**src/rtl/alu_uart_frame_ctrl.sv**
```systemverilog
// -----------------------------------------------------------------------------
// alu_uart_frame_ctrl
//
// Frame controller sitting between the UART RX/TX FIFOs and a combinational
// ALU. A frame is one opcode byte followed by operand A and operand B, each
// NB_OPERAND bits sent LSB byte first. Once the last byte of B arrives, the
// opcode and both operands are presented to the ALU in the same cycle. The
// ALU result is then sent back LSB byte first into the TX FIFO, which may
// apply backpressure. A frame that stalls mid-operand for TIMEOUT_CYCLES
// consecutive empty cycles is aborted.
//
// Handshakes:
//   RX: i_rx_data is valid whenever i_rx_empty=0 (first-word-fall-through).
//       A byte is consumed on the rising edge where o_rx_rd=1.
//   TX: a byte is accepted on the rising edge where o_tx_wr=1. o_tx_wr is
//       never raised while i_tx_full=1.
//
// Ports:
//   i_clk, i_reset          clock, synchronous active-high reset
//   i_rx_data, i_rx_empty   RX FIFO head byte and empty flag
//   o_rx_rd                 RX pop strobe
//   i_tx_full               TX FIFO full flag
//   o_tx_wr, o_tx_data      TX push strobe and byte
//   i_alu_result            combinational ALU result
//   o_alu_op/a/b            latched opcode and operands driving the ALU
//   o_busy                  high whenever the controller is not in IDLE
//   o_done                  one-cycle pulse after the final result byte push
//   o_timeout               one-cycle pulse after a mid-frame abort
// -----------------------------------------------------------------------------
module alu_uart_frame_ctrl #(
    parameter int NB_DATA        = 8,
    parameter int NB_OP          = 6,
    parameter int NB_OPERAND     = 16,
    parameter int TIMEOUT_CYCLES = 100000
) (
    input  logic                  i_clk,
    input  logic                  i_reset,
    input  logic [NB_DATA-1:0]    i_rx_data,
    input  logic                  i_rx_empty,
    output logic                  o_rx_rd,
    input  logic                  i_tx_full,
    output logic                  o_tx_wr,
    output logic [NB_DATA-1:0]    o_tx_data,
    input  logic [NB_OPERAND-1:0] i_alu_result,
    output logic [NB_OP-1:0]      o_alu_op,
    output logic [NB_OPERAND-1:0] o_alu_a,
    output logic [NB_OPERAND-1:0] o_alu_b,
    output logic                  o_busy,
    output logic                  o_done,
    output logic                  o_timeout
);

    localparam int NBYTES = NB_OPERAND / NB_DATA;
    localparam int NB_CNT = (NBYTES > 1) ? $clog2(NBYTES) : 1;
    localparam logic [NB_CNT-1:0] CNT_LAST = NB_CNT'(NBYTES - 1);
    localparam int NB_TO  = (TIMEOUT_CYCLES > 1) ? $clog2(TIMEOUT_CYCLES) : 1;
    // Value of the empty-cycle counter on the last allowed empty cycle.
    localparam logic [NB_TO-1:0] TO_LAST =
        (TIMEOUT_CYCLES > 0) ? NB_TO'(TIMEOUT_CYCLES - 1) : '0;

    typedef enum logic [2:0] {
        S_IDLE  = 3'd0,
        S_GET_A = 3'd1,
        S_GET_B = 3'd2,
        S_EXEC  = 3'd3,
        S_SEND  = 3'd4
    } state_t;

    state_t                  r_state;
    state_t                  w_next_state;

    logic [NB_CNT-1:0]       r_cnt;
    logic [NB_TO-1:0]        r_to_cnt;
    logic [NB_OP-1:0]        r_op_stage;
    logic [NB_OPERAND-1:0]   r_a_stage;
    logic [NB_OPERAND-1:0]   r_b_stage;
    logic [NB_OPERAND-1:0]   r_res;
    logic [NB_OP-1:0]        r_alu_op;
    logic [NB_OPERAND-1:0]   r_alu_a;
    logic [NB_OPERAND-1:0]   r_alu_b;
    logic                    r_done;
    logic                    r_timeout;

    logic                    w_rx_rd;
    logic                    w_tx_wr;
    logic                    w_busy;
    logic                    w_in_get;
    logic                    w_last_byte;
    logic                    w_to_hit;
    logic [NB_OPERAND-1:0]   w_a_merged;
    logic [NB_OPERAND-1:0]   w_b_merged;

    assign w_in_get    = (r_state == S_GET_A) || (r_state == S_GET_B);
    assign w_last_byte = (r_cnt == CNT_LAST);
    // Abort on the TIMEOUT_CYCLES-th consecutive empty cycle while collecting
    // operands; the counter holds the number of preceding empty cycles.
    assign w_to_hit    = (TIMEOUT_CYCLES > 0) && w_in_get && i_rx_empty &&
                         (r_to_cnt == TO_LAST);

    // Staging with the incoming byte dropped into its slot, so the final B
    // byte can reach the ALU operand register on the same edge it is popped.
    always_comb begin
        w_a_merged = r_a_stage;
        w_a_merged[r_cnt*NB_DATA +: NB_DATA] = i_rx_data;
        w_b_merged = r_b_stage;
        w_b_merged[r_cnt*NB_DATA +: NB_DATA] = i_rx_data;
    end

    // State register
    always_ff @(posedge i_clk) begin
        if (i_reset) begin
            r_state <= S_IDLE;
        end else begin
            r_state <= w_next_state;
        end
    end

    // Next-state logic
    always_comb begin
        w_next_state = S_IDLE;
        case (r_state)
            S_IDLE: begin
                w_next_state = w_rx_rd ? S_GET_A : S_IDLE;
            end
            S_GET_A: begin
                w_next_state = S_GET_A;
                if (w_rx_rd && w_last_byte) begin
                    w_next_state = S_GET_B;
                end else if (w_to_hit) begin
                    w_next_state = S_IDLE;
                end
            end
            S_GET_B: begin
                w_next_state = S_GET_B;
                if (w_rx_rd && w_last_byte) begin
                    w_next_state = S_EXEC;
                end else if (w_to_hit) begin
                    w_next_state = S_IDLE;
                end
            end
            S_EXEC: begin
                w_next_state = S_SEND;
            end
            S_SEND: begin
                w_next_state = (w_tx_wr && w_last_byte) ? S_IDLE : S_SEND;
            end
            default: begin
                w_next_state = S_IDLE;
            end
        endcase
    end

    // Output logic; unknown encodings leave every strobe low.
    always_comb begin
        w_rx_rd = 1'b0;
        w_tx_wr = 1'b0;
        w_busy  = 1'b0;
        case (r_state)
            S_IDLE: begin
                w_rx_rd = ~i_rx_empty;
            end
            S_GET_A, S_GET_B: begin
                w_rx_rd = ~i_rx_empty;
                w_busy  = 1'b1;
            end
            S_EXEC: begin
                w_busy  = 1'b1;
            end
            S_SEND: begin
                w_tx_wr = ~i_tx_full;
                w_busy  = 1'b1;
            end
            default: begin
                w_busy  = 1'b0;
            end
        endcase
    end

    // Datapath: counters, staging, ALU operand latches and result shifter.
    always_ff @(posedge i_clk) begin
        if (i_reset) begin
            r_cnt      <= '0;
            r_to_cnt   <= '0;
            r_op_stage <= '0;
            r_a_stage  <= '0;
            r_b_stage  <= '0;
            r_res      <= '0;
            r_alu_op   <= '0;
            r_alu_a    <= '0;
            r_alu_b    <= '0;
            r_done     <= 1'b0;
            r_timeout  <= 1'b0;
        end else begin
            r_done    <= (r_state == S_SEND) && w_tx_wr && w_last_byte;
            r_timeout <= w_to_hit;

            if (w_next_state != r_state) begin
                r_cnt <= '0;
            end else if (w_rx_rd || w_tx_wr) begin
                r_cnt <= r_cnt + 1'b1;
            end

            if ((w_next_state != r_state) || w_rx_rd) begin
                r_to_cnt <= '0;
            end else if (w_in_get && i_rx_empty) begin
                r_to_cnt <= r_to_cnt + 1'b1;
            end

            case (r_state)
                S_IDLE: begin
                    if (w_rx_rd) begin
                        r_op_stage <= i_rx_data[NB_OP-1:0];
                    end
                end
                S_GET_A: begin
                    if (w_rx_rd) begin
                        r_a_stage <= w_a_merged;
                    end
                end
                S_GET_B: begin
                    if (w_rx_rd) begin
                        r_b_stage <= w_b_merged;
                        if (w_last_byte) begin
                            r_alu_op <= r_op_stage;
                            r_alu_a  <= r_a_stage;
                            r_alu_b  <= w_b_merged;
                        end
                    end
                end
                S_EXEC: begin
                    r_res <= i_alu_result;
                end
                S_SEND: begin
                    if (w_tx_wr) begin
                        r_res <= r_res >> NB_DATA;
                    end
                end
                default: begin
                    r_res <= r_res;
                end
            endcase

            // Partial operands from an aborted frame must not leak anywhere.
            if (w_to_hit) begin
                r_op_stage <= '0;
                r_a_stage  <= '0;
                r_b_stage  <= '0;
            end
        end
    end

    assign o_rx_rd   = w_rx_rd;
    assign o_tx_wr   = w_tx_wr;
    assign o_tx_data = r_res[NB_DATA-1:0];
    assign o_alu_op  = r_alu_op;
    assign o_alu_a   = r_alu_a;
    assign o_alu_b   = r_alu_b;
    assign o_busy    = w_busy;
    assign o_done    = r_done;
    assign o_timeout = r_timeout;

endmodule

```
**config.mk**
```make
export PLATFORM = sky130hd
export DESIGN_NAME = alu_uart_frame_ctrl
export DESIGN_NICKNAME = d
export VERILOG_FILES = /design/src/rtl/alu_uart_frame_ctrl.sv
export SDC_FILE = /design/constraint.sdc
export NUM_CORES = 1
export LEC_CHECK = 0
export CAP_MARGIN = 20
export CORE_UTILIZATION = 40
export CTS_CLUSTER_SIZE = 24
export DETAILED_ROUTE_END_ITERATION = 7
export RECOVER_POWER = 50
export SYNTH_ARGS = -nofsm -noshare
export SYNTH_HDL_FRONTEND = slang
export SYNTH_SLANG_ARGS = --single-unit
```
**constraint.sdc**
```tcl
create_clock -name i_clk -period 3.63 [get_ports i_clk]
set_clock_uncertainty 0.05 [all_clocks]
set_input_delay 0.5445 -clock i_clk [delete_from_list [all_inputs] [get_ports i_clk]]
set_output_delay 0.5445 -clock i_clk [all_outputs]
set_load 0.01 [all_outputs]
```
==> flow_summary.ini, run 1 <==
[placed_design]
finalWeightedCongestion = 0.739
hpwl_um = 6120
io_buffers = 78

[sta]
rsz0062_at_grt = no
min_period_over_period_pct = 81.3
drv_slew = 0
hold_violations = 0
fin_setup_tns_ns = 0
tightest_slew_ns = 1.47
min_period_ns = 2.95
setup_violations = 0
max-slew-margin-rel_pct = 2.16
fmax_mhz = 339

[worst_hold_path]
min-delay-path-class = reg -> reg

[synth]
synthXorXnorAreaFrac_pct = 4.25
avgSynthCellArea_um2 = 8.99
synth_compound_gate_area_share_pct = 9.20
ys.warnings.count = 0
synth_adder_area_share_pct = 0.291
synth_cell_types = 43
async_flop_share_pct = 0
synth_fp_nets = 507
synth_top_family_by_area = simple AND/OR/NAND/NOR gates
syn_area_um2 = 4300
dominantRegCellSynth = dfxtp_1
synth_mux_area_share_pct = 8.85
synth_edf_count = 0
yosys.area_share.simple_pct = 21.8
ys_seq_elements = 107
netlist_instances = 478
ys_seq_area_share_pct = 49.8

[run_status]
outcome = completed

[floorplan]
core-area_um2 = 10400
start_util_pct = 41.5
die_area_um2 = 11200
ios = 79
die_width_um = 106
fp.dieH_um = 106
rows = 37

[global_routing]
grt_pass1_vias = 3218
grt_max_degree = 44
antenna_found_initial = 0
grt_usage_pct = 17.0
grt_overflow = 0
grt_pass1_wl_um = 15300

[clock_network]
post_cts_buffers = 0
clock_path_buffers = 2
clk_latency_ns = 0.35
postCtsResizedCells = 0
cts.sinks = 107
hold_buffers = 0
cts.clk_slew.worst_paths_ns = 0.11
cts_made_buffers = 9
cts-root-buf = clkbuf_8
cts_max_level = 3
cts_tree = built

[route]
met1_length_um = 4290
drtIter0Drc = 98
routed-wl-met2_um = 4280
firstDrtPassIters = 4
route.vias.total = 3266
routed-wl-met3_um = 406
vias_per_cell = 4.86
maxUsedRoutingLayer = met4
drt-total-wl_um = 9050
remaining_drc_errors = 0
drtAntennaViolNets = 0
wire_per_inst_um = 13.5

[cells_and_area]
utilization_pct = 50.1
drive_gt1_share_pct = 5.41
num-nets-final = 560
num_antenna_cells = 0
area_growth_pct = 20.8
fillers = 1033

[critical_path]
worst_setup_path_start_kind = input pin
critical_path_class = in -> reg
end_kind = register
cp_slowest_cell = clkbuf_1
crit_fanout = 33
critPathMaxStageDelay_ns = 1.10
cp_cell_sequence = dlygate4sd3_1, nor3_1, nand3_1, clkbuf_1, nand2_1, a21oi_1
path_buf_inv = 2
cp.required_ns = 3.87
crit_arrival_ns = 3.19
path_delay_family = buffers and inverters

[power]
pwr_density_cell_nw_per_um2 = 388
ir_worst_vdd_uv = 196
power.leakage_uw = 0.00202

[job]
drv_cap = 0
## sequential cells by signal (all words and copies together) (netlist names)
name and count:
r_to_cnt 17, o_alu_a 16, o_alu_b 16, r_a_stage 16, r_res 16, r_b_stage 8
o_alu_op 6, r_op_stage 6, r_state 3, o_done 1, o_timeout 1, r_cnt 1
## worst reg2reg max path: cells and delay by family, from the launching register on
kind,cells,cell delay [ns]
buffers and inverters,1,1.10
and+or+nand+nor,3,0.61
AOI/OAI and AO/OA,1,0.21
DFF,1,0.69
## Yosys cell counts, types with 4 or more instances
cell type  number  area, um^2
a211oi_1       10        75.1
a21oi_1        41         205
a22oi_1         8        60.1
buf_2           8        40.0
buf_4          11        82.6
buf_6           6        67.6
clkbuf_1       15        56.3
dfxtp_1       107        2140
mux2i_1        38         380
nand2_1        89         334
nand3_1         7        35.0
nand4_1         4        25.0
nor2_1         72         270
nor3_1          5        25.0
o21ai_0         4        20.0
xnor2_1         5        43.8
xor2_1         14         123
## per-layer routing
| layer | GRT usage, % | vias to the layer above |
|---|---|---|
| met5 | 0 | - |
| met4 | 5.36 | 0 |
| met3 | 4.02 | 4 |
| met2 | 28.1 | 64 |
| met1 | 21.9 | 1504 |
| li1 | - | 1694 |
## final timing paths
kind	startpoint	end	slack [ns]	depth (start not counted)
max	i_rx_empty	o_alu_b[7]	0.68	6
min	o_alu_op[3]	o_alu_op[3]	0.41	2
max reg2reg	r_state[2]	o_alu_b[7]	0.92	5
min reg2reg	o_alu_op[3]	o_alu_op[3]	0.41	2
## cell families after synthesis
family | Yosys count
multiplexers | 38
adder cells (fa/ha/maj) | 1
XOR/XNOR | 20
AO/OA/AOI/OAI | 67
buffers and inverters | 41
AND/OR/NAND/NOR | 204
flip-flops | 107
## cell type report
cell class / instances / area, um^2 / area share [%]
flip-flops and latches: 107 / 2140 / 41.3
repair buffers: 82 / 802 / 15.4
inverters: 1 / 3.75 / 0.0723
well taps: 136 / 170 / 3.28
multi-input cells: 330 / 1890 / 36.4
clock inverters: 5 / 42.5 / 0.819
clock buffers: 11 / 141 / 2.72
## placed cells by master (no fill, tap or decap), drive strengths merged, types with 7 or more instances in the layout
cell,count
xor2,14
a22oi,8
nand2,90
clkbuf,12
mux2i,38
dlygate4sd3,49
nor2,72
a21oi,41
nand3,7
dfxtp,107
a211oi,10
clkdlybuf4s50,28
## where the power goes
group | internal (uW) | switching [uW] | total, uW
clock network | 280 | 405 | 685
registers | 1190 | 15.4 | 1200
logic | 61.3 | 66.2 | 127
## metrics by stage
step | setup WS [ns] | hold WS, ns | area (um^2) | std cells | power [uW]
final | 0.678 | 0.406 | 5190 | 672 | 2020
after global routing | 0.406 | 0.432 | 5190 | 672 | 2100
after CTS | 0.707 | 0.411 | 5220 | 672 | 2050
after detailed placement | 0.629 | 0.395 | 5030 | 656 | 1360
after global placement | 0.688 | 0.390 | 5030 | 656 | 1360
after floorplan | 1.64 | 0.381 | 4300 | 478 | 1310
Note: power is estimated with default switching activity, not from simulation.
==> inputs of run 2 (changes only) <==
--- a/config.mk
+++ b/config.mk
@@ -9,6 +9,7 @@
 export CORE_UTILIZATION = 40
 export CTS_CLUSTER_SIZE = 24
 export DETAILED_ROUTE_END_ITERATION = 7
+export PLACE_DENSITY = 0.66
 export RECOVER_POWER = 50
 export SYNTH_ARGS = -nofsm -noshare
 export SYNTH_HDL_FRONTEND = slang
==> constraint.sdc (replaced) <==
create_clock -name i_clk -period 2.4 [get_ports i_clk]
set_clock_uncertainty 0.05 [all_clocks]
set_input_delay 0.36 -clock i_clk [delete_from_list [all_inputs] [get_ports i_clk]]
set_output_delay 0.36 -clock i_clk [all_outputs]
set_load 0.01 [all_outputs]
==> flow_summary.ini, run 2 (same netlist as run 1, synthesis figures left out) <==
[run_status]
outcome = completed

[critical_path]
path_depth = 3
rr_worst_depth = 6
cp_slowest_cell = clkdlybuf4s50_1
worstReg2RegEnd = r_res[6]
crit_arrival_ns = 1.81
crit_path_end = o_rx_rd
startpoint = r_state[0]
end_kind = primary output
path_buf_inv = 2
critPathMaxStageDelay_ns = 0.59
worst_setup_path_start_kind = register
cp_cell_sequence = clkbuf_1, a211oi_2, clkdlybuf4s50_1
path_delay_family = buffers and inverters
crit_fanout = 9
rr_startpoint = r_state[1]
critical_path_class = reg -> out
ff2ff_setup_slack_ns = 0.29
cp.required_ns = 1.99

[clock_network]
clk_latency_ns = 0.36
cts.clk_slew.worst_paths_ns = 0.10
cts.sinks = 107
post_cts_buffers = 0
clock_path_buffers = 2
postCtsResizedCells = 2
cts_max_level = 3
cts_made_buffers = 9
cts_tree = built
cts-root-buf = clkbuf_8
hold_buffers = 0

[route]
route.vias.total = 3388
drtAntennaViolNets = 0
drt-total-wl_um = 9080
vias_per_cell = 4.93
firstDrtPassIters = 4
wire_per_inst_um = 13.2
remaining_drc_errors = 0
drtIter0Drc = 119

[sta]
fmax_mhz = 450
drv_slew = 0
hold_violations = 0
min_period_over_period_pct = 92.7
fin_setup_tns_ns = 0
setup_violations = 0
tightest_slew_ns = 0.755
min_period_ns = 2.22
rsz0062_at_grt = no
max-slew-margin-rel_pct = 49.7

[floorplan]
die_width_um = 106
start_util_pct = 41.5
rows = 37
ios = 79
fp.dieH_um = 106
die_area_um2 = 11200
core-area_um2 = 10400

[power]
power.leakage_uw = 0.00210
pwr_density_cell_nw_per_um2 = 571
ir_worst_vdd_uv = 351

[cells_and_area]
layout_common_cells = 105 x dfxtp_1, 89 x nand2_1, 72 x nor2_1
num_antenna_cells = 0
utilization_pct = 51.3
area_growth_pct = 23.7
multi_input_area_um2 = 1880
final_common_cell = dfxtp_1
num-nets-final = 575
drive_gt1_share_pct = 7.80
fillers = 1029
regMostFlops = r_to_cnt
regArea_um2 = 2140
largest_reg_flops = 17

[global_routing]
grt_pass1_vias = 3305
grt_pass1_wl_um = 15400
antenna_found_initial = 0
grt_overflow = 0
grt_max_degree = 39
grt_usage_pct = 17.4

[worst_hold_path]
min-delay-path-class = reg -> reg

[placed_design]
io_buffers = 78
finalWeightedCongestion = 0.771
hpwl_um = 6280

[job]
drv_cap = 0
==> run 2: cell types whose count changed in the layout (fill, tap and decap cells not counted), moves of 2 or more <==
cell     previous run  this run
buf_4               3        15
buf_12              0         2
dfxtp_1           107       105
dfxtp_2             0         2
==> run 2: worst min path at each step <==
stage | start | to | slack [ns] | cells after the start
floorplan | r_a_stage[0] | o_alu_a[0] | 0.38 | 2
finish | o_alu_a[3] | o_alu_a[3] | 0.41 | 2
detailed placement | r_a_stage[1] | o_alu_a[1] | 0.40 | 2
global placement | r_op_stage[0] | o_alu_op[0] | 0.39 | 2
global route | o_alu_op[0] | o_alu_op[0] | 0.43 | 2
CTS | o_alu_op[0] | o_alu_op[0] | 0.41 | 2
==> run 2: layout make-up <==
type                            instances  share of cell area (%)
Multi-Input combinational cell        330                    35.4
Clock inverter                          6                   0.871
Inverter                                1                  0.0706
Sequential cell                       107                    40.3
Tap cell                              136                    3.20
Timing Repair Buffer                   97                    17.7
Clock buffer                           10                    2.40
==> run 2: report_power, final <==
group / switching, uW / total (uW) / leakage, uW / internal [uW]
combinational: 107 / 210 / 0.00115 / 103
sequential: 20.1 / 1820 / 0.000865 / 1800
clock: 621 / 1010 / 0.0000890 / 390
==> run 2: stage by stage <==
step	std cells	hold WS [ns]	cell area, um^2	setup WS, ns	total power (uW)
6_report	687	0.406	5320	0.176	3040
5_1_grt	687	0.429	5320	0.0556	3160
4_1_cts	687	0.413	5350	0.0496	3070
3_5_place_dp	671	0.397	5170	0.219	2070
3_3_place_gp	671	0.390	5170	0.263	2070
2_1_floorplan	478	0.381	4300	0.599	1980
==> run 2: worst reg2reg max path: stages (launching register included) <==
cell      delay, ns
dfxtp_2        0.39
buf_4          0.18
nor3b_1        0.24
nor2b_1        0.34
or2_1          0.50
nor2_1         0.09
a211oi_1       0.23
==> run 2: layer usage <==
layer / share of wire, % / vias up / global-route usage, %
li1: - / 1722 / -
met1: 47 / 1597 / 21.2
met2: 47 / 60 / 29.6
met3: 4.8 / 9 / 4.95
met4: 1.1 / 0 / 5.36
met5: 0 / - / 0
